===== src/rtl/handshake_protocol_monitor_pkg.sv =====
// Shared types and constants for the valid/ready handshake monitor.
package handshake_monitor_pkg;
  typedef enum logic {IDLE = 1'b0, STALL = 1'b1} ch_state_t;

  localparam int ERR_W       = 3;
  localparam int ERR_DROP    = 0;
  localparam int ERR_DATA    = 1;
  localparam int ERR_TIMEOUT = 2;
endpackage


===== src/rtl/handshake_channel_checker.sv =====
// One channel of the handshake monitor: stability/timeout checks, transfer count, sticky flags.
module handshake_channel_checker
  import handshake_monitor_pkg::*;
#(
  parameter int DATA_W  = 5,
  parameter int CNT_W   = 16,
  parameter int TIMEOUT = 64
) (
  input  logic              clk,
  input  logic              resetn,
  input  logic              enable,
  input  logic              clear,
  input  logic              valid,
  input  logic              ready,
  input  logic [DATA_W-1:0] data,
  output logic [CNT_W-1:0]  count,
  output logic [ERR_W-1:0]  flags,
  output logic [ERR_W-1:0]  new_err
);
  localparam int SC_W = $clog2(TIMEOUT + 1);
  localparam logic [SC_W-1:0] SC_TO  = SC_W'(TIMEOUT);
  localparam logic [SC_W-1:0] SC_TM1 = SC_W'(TIMEOUT - 1);

  ch_state_t         state;
  logic [DATA_W-1:0] hold;
  logic [SC_W-1:0]   stall_cnt;

  // Detections are only meaningful while stalled; gated so clear/disable cycles never report.
  always_comb begin
    new_err = '0;
    if (enable && !clear && state == STALL) begin
      if (!valid) begin
        new_err[ERR_DROP] = 1'b1;
      end else begin
        if (data != hold) new_err[ERR_DATA] = 1'b1;
        if (!ready && stall_cnt == SC_TM1) new_err[ERR_TIMEOUT] = 1'b1;
      end
    end
  end

  always_ff @(posedge clk) begin
    if (!resetn || clear) begin
      state     <= IDLE;
      hold      <= '0;
      stall_cnt <= '0;
      count     <= '0;
      flags     <= '0;
    end else if (!enable) begin
      state     <= IDLE;
      stall_cnt <= '0;
    end else begin
      flags <= flags | new_err;
      case (state)
        IDLE: begin
          if (valid && ready) begin
            count <= count + CNT_W'(1);
          end else if (valid) begin
            hold      <= data;
            stall_cnt <= SC_W'(1);
            state     <= STALL;
          end
        end
        STALL: begin
          if (!valid) begin
            state     <= IDLE;
            stall_cnt <= '0;
          end else if (ready) begin
            count     <= count + CNT_W'(1);
            state     <= IDLE;
            stall_cnt <= '0;
          end else if (stall_cnt != SC_TO) begin
            stall_cnt <= stall_cnt + SC_W'(1);
          end
        end
        default: state <= IDLE;
      endcase
    end
  end
endmodule


===== src/rtl/handshake_protocol_monitor.sv =====
// Multi-channel handshake monitor: per-channel checkers plus lowest-index first-error capture.
module handshake_protocol_monitor
  import handshake_monitor_pkg::*;
#(
  parameter int NUM_CH  = 3,
  parameter int DATA_W  = 5,
  parameter int CNT_W   = 16,
  parameter int TIMEOUT = 64,
  localparam int CH_W   = (NUM_CH > 1) ? $clog2(NUM_CH) : 1
) (
  input  logic                     CLK,
  input  logic                     RESETN,
  input  logic                     enable,
  input  logic                     clear,
  input  logic [NUM_CH-1:0]        valid,
  input  logic [NUM_CH-1:0]        ready,
  input  logic [NUM_CH*DATA_W-1:0] data,
  output logic [NUM_CH*CNT_W-1:0]  xfer_count,
  output logic [NUM_CH*ERR_W-1:0]  err_flags,
  output logic                     err_any,
  output logic                     first_err_valid,
  output logic [CH_W-1:0]          first_err_ch,
  output logic [ERR_W-1:0]         first_err_code
);
  logic [NUM_CH-1:0][ERR_W-1:0] ch_new;
  logic                         hit;
  logic [CH_W-1:0]              hit_ch;
  logic [ERR_W-1:0]             hit_code;

  for (genvar g = 0; g < NUM_CH; g++) begin : g_ch
    handshake_channel_checker #(
      .DATA_W (DATA_W),
      .CNT_W  (CNT_W),
      .TIMEOUT(TIMEOUT)
    ) u_chk (
      .clk    (CLK),
      .resetn (RESETN),
      .enable (enable),
      .clear  (clear),
      .valid  (valid[g]),
      .ready  (ready[g]),
      .data   (data[g*DATA_W +: DATA_W]),
      .count  (xfer_count[g*CNT_W +: CNT_W]),
      .flags  (err_flags[g*ERR_W +: ERR_W]),
      .new_err(ch_new[g])
    );
  end

  assign err_any = |err_flags;

  // Scan high to low so the lowest-index channel with a detection wins.
  always_comb begin
    hit      = 1'b0;
    hit_ch   = '0;
    hit_code = '0;
    for (int i = NUM_CH - 1; i >= 0; i--) begin
      if (|ch_new[i]) begin
        hit      = 1'b1;
        hit_ch   = CH_W'(i);
        hit_code = ch_new[i];
      end
    end
  end

  always_ff @(posedge CLK) begin
    if (!RESETN || clear) begin
      first_err_valid <= 1'b0;
      first_err_ch    <= '0;
      first_err_code  <= '0;
    end else if (hit && !first_err_valid) begin
      first_err_valid <= 1'b1;
      first_err_ch    <= hit_ch;
      first_err_code  <= hit_code;
    end
  end
endmodule

===== config.mk =====
export PLATFORM = sky130hd
export DESIGN_NAME = handshake_protocol_monitor
export DESIGN_NICKNAME = d
export VERILOG_FILES = /design/src/rtl/handshake_protocol_monitor_pkg.sv /design/src/rtl/handshake_channel_checker.sv /design/src/rtl/handshake_protocol_monitor.sv
export SDC_FILE = /design/constraint.sdc
export NUM_CORES = 1
export LEC_CHECK = 0
export ABC_AREA = 1
export CORE_ASPECT_RATIO = 1.1
export CORE_UTILIZATION = 50
export CTS_BUF_LIST = sky130_fd_sc_hd__clkbuf_8 sky130_fd_sc_hd__clkbuf_16
export DETAILED_ROUTE_END_ITERATION = 6
export DONT_BUFFER_PORTS = 1
export PLACE_DENSITY_LB_ADDON = 0.1
export SLEW_MARGIN = 0
export SYNTH_ARGS = -nofsm -noshare
export SYNTH_HDL_FRONTEND = slang
export SYNTH_SLANG_ARGS = --single-unit
export TNS_END_PERCENT = 5

===== constraint.sdc =====
create_clock -name CLK -period 3.55 [get_ports CLK]
set_input_delay 0.71 -clock CLK [delete_from_list [all_inputs] [get_ports CLK]]
set_output_delay 0.71 -clock CLK [all_outputs]
set_load 0.1 [all_outputs]

Word level (Yosys, flattened, before mapping)
Cells that the tools add are included.
- register bits: 102
- bits in latches: 0
- RAM bits: 0
- bits in read-only memories: 0
- input port bits: 25
- output and inout port bits: 64
- logic and storage cells: 162
- memories kept: 0
- add/subtract/negate cells: 6
- $mul: 0
- div/mod/pow operators: 0
- $lt $le $gt $ge: 0
- equal/unequal tests: 27
- shift-type cells: 0
- multiplexer cells: 69
- bitwise logic cells: 10
- reduce and logical (&&, ||, !) cells: 32
- operators by type and width (operator ; number):
    2-to-1 mux 16 bit ; 9
    2-to-1 mux 7 bit ; 15
    case mux 16 bit (2 select lines) ; 3
    adder 16 x 1 -> 16 bit, second input constant ; 3
    case mux 7 bit (2 select lines) ; 3
    2-to-1 mux 1 bit ; 24
    != test 2 bit, second input constant ; 12
    AND reduction 4 bit ; 6
    adder 7 x 1 -> 7 bit, second input constant ; 3
    == test 7 x 6 -> 1 bit, second input constant ; 3
    != test 7 bit, second input constant ; 3
    2-to-1 mux 3 bit ; 6
    != test 5 bit ; 3
    2-to-1 mux 2 bit ; 6
    != test 4 bit, second input constant ; 3
    logical AND 1 bit ; 11
    OR 3 bit ; 3
    AND reduction 3 bit ; 3
    OR reduction 3 bit ; 3
    OR reduction 9 bit ; 1
    NOT 1 bit ; 7
    logical NOT 1 bit ; 6
    != test 2 x 1 -> 1 bit, second input constant ; 3
    case mux 1 bit (2 select lines) ; 3
    other kinds (2) ; 2

Logic depth before layout (Yosys ltp)
- depth after elaboration: 10
- depth in mapped cells: 14
- gate-level depth less buffers: 14

Cells and area by module
From an unflattened synthesis, not the netlist that was laid out.
- cells, all modules: 807
- area, all modules: 5318.9 µm²
- by module, submodules not included (module ; times used ; cells an instance ; area an instance (µm²) ; sequential area each (µm²)):
    handshake_channel_checker (g_ch[0].u_chk ...) ; 2 ; 247 ; 1630.3 ; 640.6
    handshake_channel_checker (g_ch[2].u_chk) ; 1 ; 251 ; 1680.4 ; 640.6
    handshake_protocol_monitor ; 1 ; 62 ; 377.9 ; 120.1

Worst setup path after synthesis
No wires, ideal clock.
- path kind: register to output
- start: reg g_ch[0].u_chk.flags[2]
- end: out err_any
- arrival: 1.890 ns
- data required time: 2.840 ns
- setup slack: 0.950 ns
- stages on the path, launching flop included: 3
- path buffers: 0
- path through: dfxtp_1 > nor4_1 > nand3_1
- word-level cells in the longest chain between the ends: 1
- RTL lines (item ; line ; RTL):
    start: declaration ; handshake_channel_checker.sv:17 ; output logic [ERR_W-1:0] flags,
    start signal: assignment ; handshake_channel_checker.sv:52 ; flags <= flags | new_err;
    OR reduction 9 bit ; handshake_protocol_monitor.sv:49 ; assign err_any = |err_flags;
    end: declaration ; handshake_protocol_monitor.sv:20 ; output logic err_any,
Every way passes these cells.

Worst setup path in the final report
Ends and elaborated chain as after synthesis.

==> impl_metrics.ini <==
[timing]
post-route-period-util_pct = 72.5
max_freq_mhz = 389
hold_viol = 0
finClkSkew_ps = 18.9
rsz0062_at_grt = false
fin_ws_ps = 977
fin_crit_ps = 2570
setup_viol = 0
final-max-slew-violation-count = 0
tightest_slew_ps = 1100
finalSetupTns_ps = 0
slew_headroom_pct = 26.0

[floorplanning]
initial_core_util_pct = 52.3
die_y_um = 107
dieArea_um2 = 10300
row_count = 37
core_um2 = 9490
ios = 89
die_w_um = 97.0

[setup_path]
crit_chain = buf_4, nor4_1, nand3_1, buf_4
cp_top_family = simple AND/OR/NAND/NOR gates
critPathBufInv = 2
rrSetupSlack_ps = 1500
path_class = flip-flop to output pin
cp-end-kind = output pin
cp-start-kind = flip-flop
required_ps = 2840
path_max_fanout = 3
worstPathArrival_ps = 1860
slowest_stage = nor4_1
slowest_delay_ps = 490
crit_top_cell = buf_4

[synth]
synth_compound_area_share_pct = 14.0
synth_edf_count = 0
synth_flop_cell = dfxtp_1
yosysTopAreaCellShare_pct = 41.1
netlist_area_um2 = 4970
synth_top_area_cell = dfxtp_1
ys_seq_area_share_pct = 41.1
muxShareOfSynthArea_pct = 0
synth.area.top_cells = dfxtp_1 41%, nand2_1 10%, inv_1 8.5%, nor2_1 7.4%, a21oi_1 7.1%
synth_fa_ha_area_share_pct = 2.27
synth_cell_types = 39
async_flop_share_pct = 0
synth_xor_area_share_pct = 2.47
syn-num-nets = 746
synthCells = 712
avgSynthCellArea_um2 = 6.97
synth_top_family_by_area = simple AND/OR/NAND/NOR gates
yosys_warnings = 0
synthSimpleGateAreaFrac_pct = 30.9
ys_ff_latch = 102

[placed_design]
place_congestion = 0.874
port_buffers = 0
dp_hpwl_um = 8500
pre_cts_ws_ps = 1370

[power_and_ir_drop]
peakVddDrop_uv = 189
powerDensity_nw_per_um2 = 348
leakagePower_nw = 2.17

[cts]
cts_max_level = 3
clkTransAtPathRegs_ps = 90
ctsResizeCount = 0
cts_buffers = 9
clkLatencyLatePin_ps = 370
holdBufCountCts = 0
cts_tree = done
clock-root-buffer = clkbuf_8
clock_sinks = 102
clock_path_buffers = 2
cts_setup_buffers = 0

[layout]
fillers = 919
nNetsFinal = 786
mostFrequentLayoutCell = nand2_1
final_cell_mix = 133 x nand2_1, 112 x inv_1, 102 x dfxtp_1
diodes = 0
area_growth_pct = 11.4
layout-drive-gt1-share_pct = 11.5

[routing]
drt_iter0_drc = 240
post_drt_via_cell_ratio = 5.16
avgRoutedWirePerCell_um = 12.8
first_pass_iters = 4
drc = 0
drt_wl_total_um = 11200
vias = 4503
postRouteAntennaNets = 0

[global_routing]
grt_pass1_vias = 4335
met2_usage_pct = 39.8
gr-usage-met1_pct = 25.6
grt_start_max_net_pins = 35
gr-total-overflow = 0
use_met3_pct = 6.44
grt_pass1_wl_um = 19000
top_usage_layer = met2
antenna_found_initial = 0
track_usage_pct = 22.5

[status]
outcome = finished, final reports clean

[run]
drv_cap = 0

[worst_hold_path]
hold_path.class = primary input to flip-flop
-- per-layer routing --
| metal | vias to the layer above | wire length, µm |
|---|---|---|
| li1 | 2362 | - |
| met1 | 2022 | 4820 |
| met2 | 104 | 5440 |
| met3 | 15 | 791 |
| met4 | 0 | 163 |
| met5 | - | 0 |
-- layout make-up --
cell class | instances | area [µm²] | area share, %
timing repair buffer | 37 | 278 | 5.02
clock inverter | 6 | 47.5 | 0.860
multi-input combinational | 487 | 2460 | 44.5
sequential | 102 | 2040 | 36.9
clock buffer | 9 | 124 | 2.24
inverter | 115 | 432 | 7.80
tap | 117 | 146 | 2.65
-- synthesized netlist by cell type, types with 2 or more instances --
cell / count
nor2_4: 2
o21a_1: 6
a211oi_1: 2
nand4_2: 2
dfxtp_1: 102
nand3_1: 39
nor3_1: 18
inv_2: 3
nand3_4: 2
xor2_1: 8
nor2_1: 98
ha_1: 9
xnor2_1: 6
nand2_2: 5
nor2_2: 8
clkbuf_1: 7
inv_1: 112
o21ai_0: 45
nor4_1: 2
o21ai_1: 2
nand4_1: 9
a21oi_1: 70
nand2_1: 133
nor3_2: 7
-- report_power, final --
part	switching, W	total, W	leakage (nW)	internal (W)
logic	0.0000729	0.000101	1.27	0.0000284
registers	0.00000766	0.00116	0.822	0.00115
clock network	0.000409	0.000664	0.0739	0.000255
-- stage by stage --
stage | total power, W | hold slack [ps] | area [µm²] | std cells | utilization, %
2_1_floorplan | 0.00126 | 450 | 4970 | 712 | -
3_3_place_gp | 0.00128 | 460 | 5360 | 858 | 56.5
3_5_place_dp | 0.00129 | 475 | 5360 | 858 | 56.5
4_1_cts | 0.00195 | 467 | 5530 | 873 | 58.3
5_1_grt | 0.00201 | 466 | 5530 | 873 | 58.3
6_report | 0.00192 | 479 | 5530 | 873 | 58.3
-- cells by family after synthesis --
kind of cell,after synthesis
adder cells (fa/ha/maj),9
XOR/XNOR,14
AO/OA/AOI/OAI,131
AND/OR/NAND/NOR,333
buffers and inverters,123
flip-flops,102
-- path summary, 6_finish.rpt --
| kind | cells after the start | from | endpoint |
|---|---|---|---|
| hold reg to reg | 2 | g_ch[1].u_chk.stall_cnt[1] | g_ch[1].u_chk.stall_cnt[1] |
| hold / removal | 2 | data[14] | g_ch[2].u_chk.hold[4] |
| setup / recovery | 4 | g_ch[0].u_chk.flags[2] | err_any |
| setup reg to reg | 11 | g_ch[0].u_chk.count[0] | g_ch[0].u_chk.count[14] |
-- flip-flops by register name (all words and copies together) (netlist names) --
| register | flops |
|---|---|
| first_err_ch | 2 |
| first_err_code | 3 |
| first_err_valid | 1 |
| g_ch.u_chk.count | 48 |
| g_ch.u_chk.flags | 9 |
| g_ch.u_chk.hold | 15 |
| g_ch.u_chk.stall_cnt | 21 |
| g_ch.u_chk.state | 3 |
(Power assumes the default switching activity.)
==> edit 1, RTL diff (same flow settings) <==
`TIMEOUT` is set to 64 in 2 places; all go to 32.
--- a/src/rtl/handshake_channel_checker.sv
+++ b/src/rtl/handshake_channel_checker.sv
@@ -5,5 +5,5 @@
   parameter int DATA_W  = 5,
   parameter int CNT_W   = 16,
-  parameter int TIMEOUT = 64
+  parameter int TIMEOUT = 32
 ) (
   input  logic              clk,
--- a/src/rtl/handshake_protocol_monitor.sv
+++ b/src/rtl/handshake_protocol_monitor.sv
@@ -6,5 +6,5 @@
   parameter int DATA_W  = 5,
   parameter int CNT_W   = 16,
-  parameter int TIMEOUT = 64,
+  parameter int TIMEOUT = 32,
   localparam int CH_W   = (NUM_CH > 1) ? $clog2(NUM_CH) : 1
 ) (
Function: no difference found for any inputs over 4 cycles, from zero or initial values; that may be too few to reach the edited logic, so the function may still have changed.
==> edit 1 against the original RTL <==
  * Routed wire length fell by 3.8%
  * Largest cell class unchanged
  * Area after synthesis is 4.9% lower
  * Total power about the same
  * Combinational power down 5%
  * Sequential cell count shrank 3
  * Worst setup slack better by 0.16 ns
  * Cell area fell by 3.8%
  * Highest routed layer unchanged
  * Global-route usage increased by 0.51 points
  * First-iteration DRC count down 35%
==> edit 1: results (changes against the original RTL) <==
Outcome - finished, final reports clean
Worst voltage drop across the vdd grid - 0.000267 V (+41%)
Seq pwr share - 58.4% (-1.8 points)
Cell area after placement - 5140 um2 (-4.1%)
Via count of the first global-routing pass - 4017 (-7.3%)
Count of cell types in the netlist - 32 (-18%)
Share of final-layout standard cells stronger than drive strength 1 - 10.2% (-1.3 points)
Non-clk buf share - 5.78% (+0.76 points)
Comb_multi_in - 467 (-4.1%)
Share of total power in the clock network - 36.6% (+2.1 points)
R2R cell count - 7 (-4)
Maximum number of pins on one net before global-route repair - 33 (-5.7%)
Fraction of the mapped netlist area in adder cells - 2.38% (+0.12 points)
Synth Area in XOR/XNOR - 1.85% (-0.61 points)
Total via count in the routed design - 4390 (-2.5%)
Placed instance count - 837 (-2.4%)
Global-route wire length before repair - 18000 um (-5.7%)
Critical Path AT - 1.70 ns (-0.16 ns)
Sequential share of cell area - 37.2% (+0.32 points)
Reg area - 1980 um2 (-2.9%)
HP Start - data[7]
Synthesized netlist net count - 725 (-2.8%)
R2R Path Start - g_ch[1].u_chk.count[11]$_SDFFE_PP0P_
Non-clock buffer count in the final layout - 41 (+11%)
Non-clk invs - 116 (+0.87%)
Drt initial violations - 157 (-35%)
Post-detail-place hpwl - 8230 um (-3.2%)
Final clock skew - 0.00885 ns (-0.0100 ns)
Drt first pass iters - 5 (+1)
Proportion of cell area occupied by multi-input gates - 42.7% (-1.8 points)
Routability congestion estimate - 0.919 (+5.2%)
Cell count after synthesis - 691 (-2.9%)
Count of filler cells inserted in the layout - 882 (-4.0%)
Num Clock Sinks - 99 (-2.9%)
Aggregate global-route resource usage - 23.0% (+0.51 points)
Layout net count - 768 (-2.3%)
Wire length after detailed routing - 10800 um (-3.8%)
Largest registers - g_ch.u_chk.count (48), g_ch.u_chk.stall_cnt (18), g_ch.u_chk.hold (15)
## edit 1: worst max path at each step
stage	end	slack, ns	cells past startpoint	startpoint
after floorplan	err_any	0.96	2	g_ch[2].u_chk.flags[2]$_SDFFE_PP0P_
after global placement	g_ch[2].u_chk.hold[0]$_SDFFE_PP0P_	1.15	7	valid[2]
after detailed placement	g_ch[2].u_chk.hold[3]$_SDFFE_PP0P_	1.25	7	valid[2]
after CTS	err_any	1.13	4	g_ch[0].u_chk.flags[2]$_SDFFE_PP0P_
after global routing	err_any	1.12	4	g_ch[0].u_chk.flags[2]$_SDFFE_PP0P_
final	err_any	1.14	4	g_ch[0].u_chk.flags[2]$_SDFFE_PP0P_
## edit 1: cells by family after synthesis
logic type,Yosys count
AO/OA/AOI/OAI,128
AND/OR/NAND/NOR,320
buffers and inverters,125
flip-flops,99
XOR/XNOR,10
adder cells (fa/ha/maj),9
## edit 1: per-layer routing
layer	routed length, um	GRT usage [%]	part of all wire (%)
met3	793	6.73	7.4
met5	0	0	0
met2	5230	39.9	48
met1	4550	25.7	42
met4	216	9.63	2.0
## edit 1: critical path, cell delays in order, from the launching register on
cell and delay, ns:
sky130_fd_sc_hd__dfxtp_1 0.31, sky130_fd_sc_hd__buf_4 0.23, sky130_fd_sc_hd__nor4_1 0.38, sky130_fd_sc_hd__nand3_1 0.15
sky130_fd_sc_hd__buf_4 0.26
## edit 1: stage by stage
| stage | worst slack, ns | hold slack, ns |
|---|---|---|
| detailed placement | 1.25 | 0.478 |
| global route | 1.12 | 0.469 |
| global placement | 1.15 | 0.471 |
| CTS | 1.13 | 0.462 |
| finish | 1.14 | 0.473 |
| floorplan | 0.963 | 0.458 |
==> edit 2, RTL diff (same settings) <==
Without the edit above. Put a register stage on the output `xfer_count`, without a reset. The value now appears one clock later. The other outputs are not delayed to match.
--- a/src/rtl/handshake_protocol_monitor.sv
+++ b/src/rtl/handshake_protocol_monitor.sv
@@ -23,4 +23,6 @@
   output logic [ERR_W-1:0]         first_err_code
 );
+
+  logic [NUM_CH*CNT_W-1:0] xfer_count_d;
   logic [NUM_CH-1:0][ERR_W-1:0] ch_new;
   logic                         hit;
@@ -41,5 +43,5 @@
       .ready  (ready[g]),
       .data   (data[g*DATA_W +: DATA_W]),
-      .count  (xfer_count[g*CNT_W +: CNT_W]),
+      .count  (xfer_count_d[g*CNT_W +: CNT_W]),
       .flags  (err_flags[g*ERR_W +: ERR_W]),
       .new_err(ch_new[g])
@@ -74,3 +76,7 @@
     end
   end
+  always_ff @(posedge CLK) begin
+    xfer_count <= xfer_count_d;
+  end
+
 endmodule
Formal check against the unedited RTL: not equivalent (a bounded check fails within 4 cycles, from zero or initial values).
==> edit 2 against the original RTL <==
  * Maximum frequency is 1.4% higher
  * Routed wire length rose by 9.3%
  * Cell area up 22%
  * Sequential cell count rose by 48
  * Area after synthesis up 19%
  * Via count grew 7.5%
  * Total power is 85% higher
  * Critical path type unchanged
  * Worst setup slack improved by 0.035 ns
==> edit 2: results (changes against the original RTL) <==
Synthesized netlist net count - 803 (+7.6%)
Top cells by area, synth - sky130_fd_sc_hd__dfxtp_1, sky130_fd_sc_hd__nand2_1, sky130_fd_sc_hd__inv_1
Post-detail-place hpwl - 9020 um (+6.1%)
Cell types with the highest counts after synthesis - sky130_fd_sc_hd__dfxtp_1, sky130_fd_sc_hd__nand2_1, sky130_fd_sc_hd__inv_1
Setup slack on the worst flop-to-flop path - 1.62 ns (+0.12 ns)
Routability congestion estimate - 0.860 (-1.7%)
Transition time of the tightest slew-check pin - 1.03 ns (-0.0687 ns)
Global-route wire length before repair - 20600 um (+8.4%)
Sequential element share of the synthesized area - 50.8% (+9.7 points)
Hold WC Path Type - reg -> reg
Wire length after detailed routing - 12300 um (+9.3%)
HP Start - g_ch[0].u_chk.count[14]$_SDFFE_PP0P_
Share of final-layout standard cells stronger than drive strength 1 - 7.95% (-3.6 points)
Drt first pass iters - 5 (+1)
Worst voltage drop across the vdd grid - 0.000276 V (+46%)
Via count of the first global-routing pass - 4498 (+3.8%)
Cell area after placement - 6160 um2 (+15%)
Count of filler cells inserted in the layout - 1062 (+16%)
Insertion delay of the later-clocked pin in the worst-skew pair - 0.41 ns (+0.04 ns)
Outcome - finished, final reports clean
Detail-routed via count per cell - 5.07 (-1.8%)
Count of cell types in the netlist - 34 (-13%)
Clock-pin transition on the worst setup and hold timing paths - 0.07 ns (-0.02 ns)
Worst reg2reg endpoint - first_err_code[2]$_SDFFE_PP0P_
R2R cell count - 10 (-1)
Largest registers - g_ch.u_chk.count (48), xfer_count (48), g_ch.u_chk.stall_cnt (21)
[edit 2: worst max-delay path by stage]
stage / slack [ns] / startpoint / cells after the start / endpoint
2_1_floorplan: 0.95 / g_ch[0].u_chk.flags[2]$_SDFFE_PP0P_ / 2 / err_any
3_3_place_gp: 1.38 / ready[1] / 9 / g_ch[1].u_chk.stall_cnt[4]$_SDFFE_PP0P_
3_5_place_dp: 1.38 / g_ch[0].u_chk.flags[2]$_SDFFE_PP0P_ / 4 / err_any
4_1_cts: 0.94 / g_ch[0].u_chk.flags[2]$_SDFFE_PP0P_ / 4 / err_any
5_1_grt: 0.90 / g_ch[0].u_chk.flags[2]$_SDFFE_PP0P_ / 4 / err_any
6_report: 1.01 / g_ch[0].u_chk.flags[2]$_SDFFE_PP0P_ / 4 / err_any
[edit 2: metrics by stage]
stage	instances	power, mW	hold slack [ns]	utilization [%]	setup slack, ns
2_1_floorplan	769	1.82	0.331	-	0.950
5_1_grt	955	3.69	0.362	58.7	0.898
3_3_place_gp	923	1.83	0.336	53.6	1.38
6_report	955	3.57	0.353	58.7	1.01
4_1_cts	955	3.60	0.350	58.7	0.935
3_5_place_dp	923	1.84	0.348	53.6	1.38
[edit 2: kinds of logic after synthesis]
| logic type | share of synthesized area [%] |
|---|---|
| buffers and inverters | 8.21 |
| XOR/XNOR | 2.07 |
| flip-flops | 50.8 |
| AO/OA/AOI/OAI | 11.3 |
| AND/OR/NAND/NOR | 25.7 |
| adder cells (fa/ha/maj) | 1.91 |
[edit 2: area by class of cell]
type	instances	share of cell area [%]
inverter	120	6.68
multi-input combinational	490	35.9
clock buffer	17	6.30
tap	150	2.78
sequential	150	44.5
clock inverter	15	2.39
timing repair buffer	13	1.45
[edit 2: metal layers]
| layer | GRT usage, % | routed length [um] | part of all wire, % | vias up |
|---|---|---|---|---|
| li1 | - | - | - | 2513 |
| met2 | 36.1 | 5740 | 47 | 115 |
| met5 | 0 | 0 | 0 | - |
| met4 | 7.69 | 169 | 1.4 | 0 |
| met3 | 8.61 | 981 | 8.0 | 13 |
| met1 | 24.3 | 5360 | 44 | 2198 |
[edit 2: power breakdown]
part / internal, mW / switching [mW] / leakage, nW / total (mW)
sequential: 1.69 / 0.0173 / 1.21 / 1.71
clock: 0.997 / 0.770 / 0.284 / 1.77
combinational: 0.0269 / 0.0643 / 1.17 / 0.0912
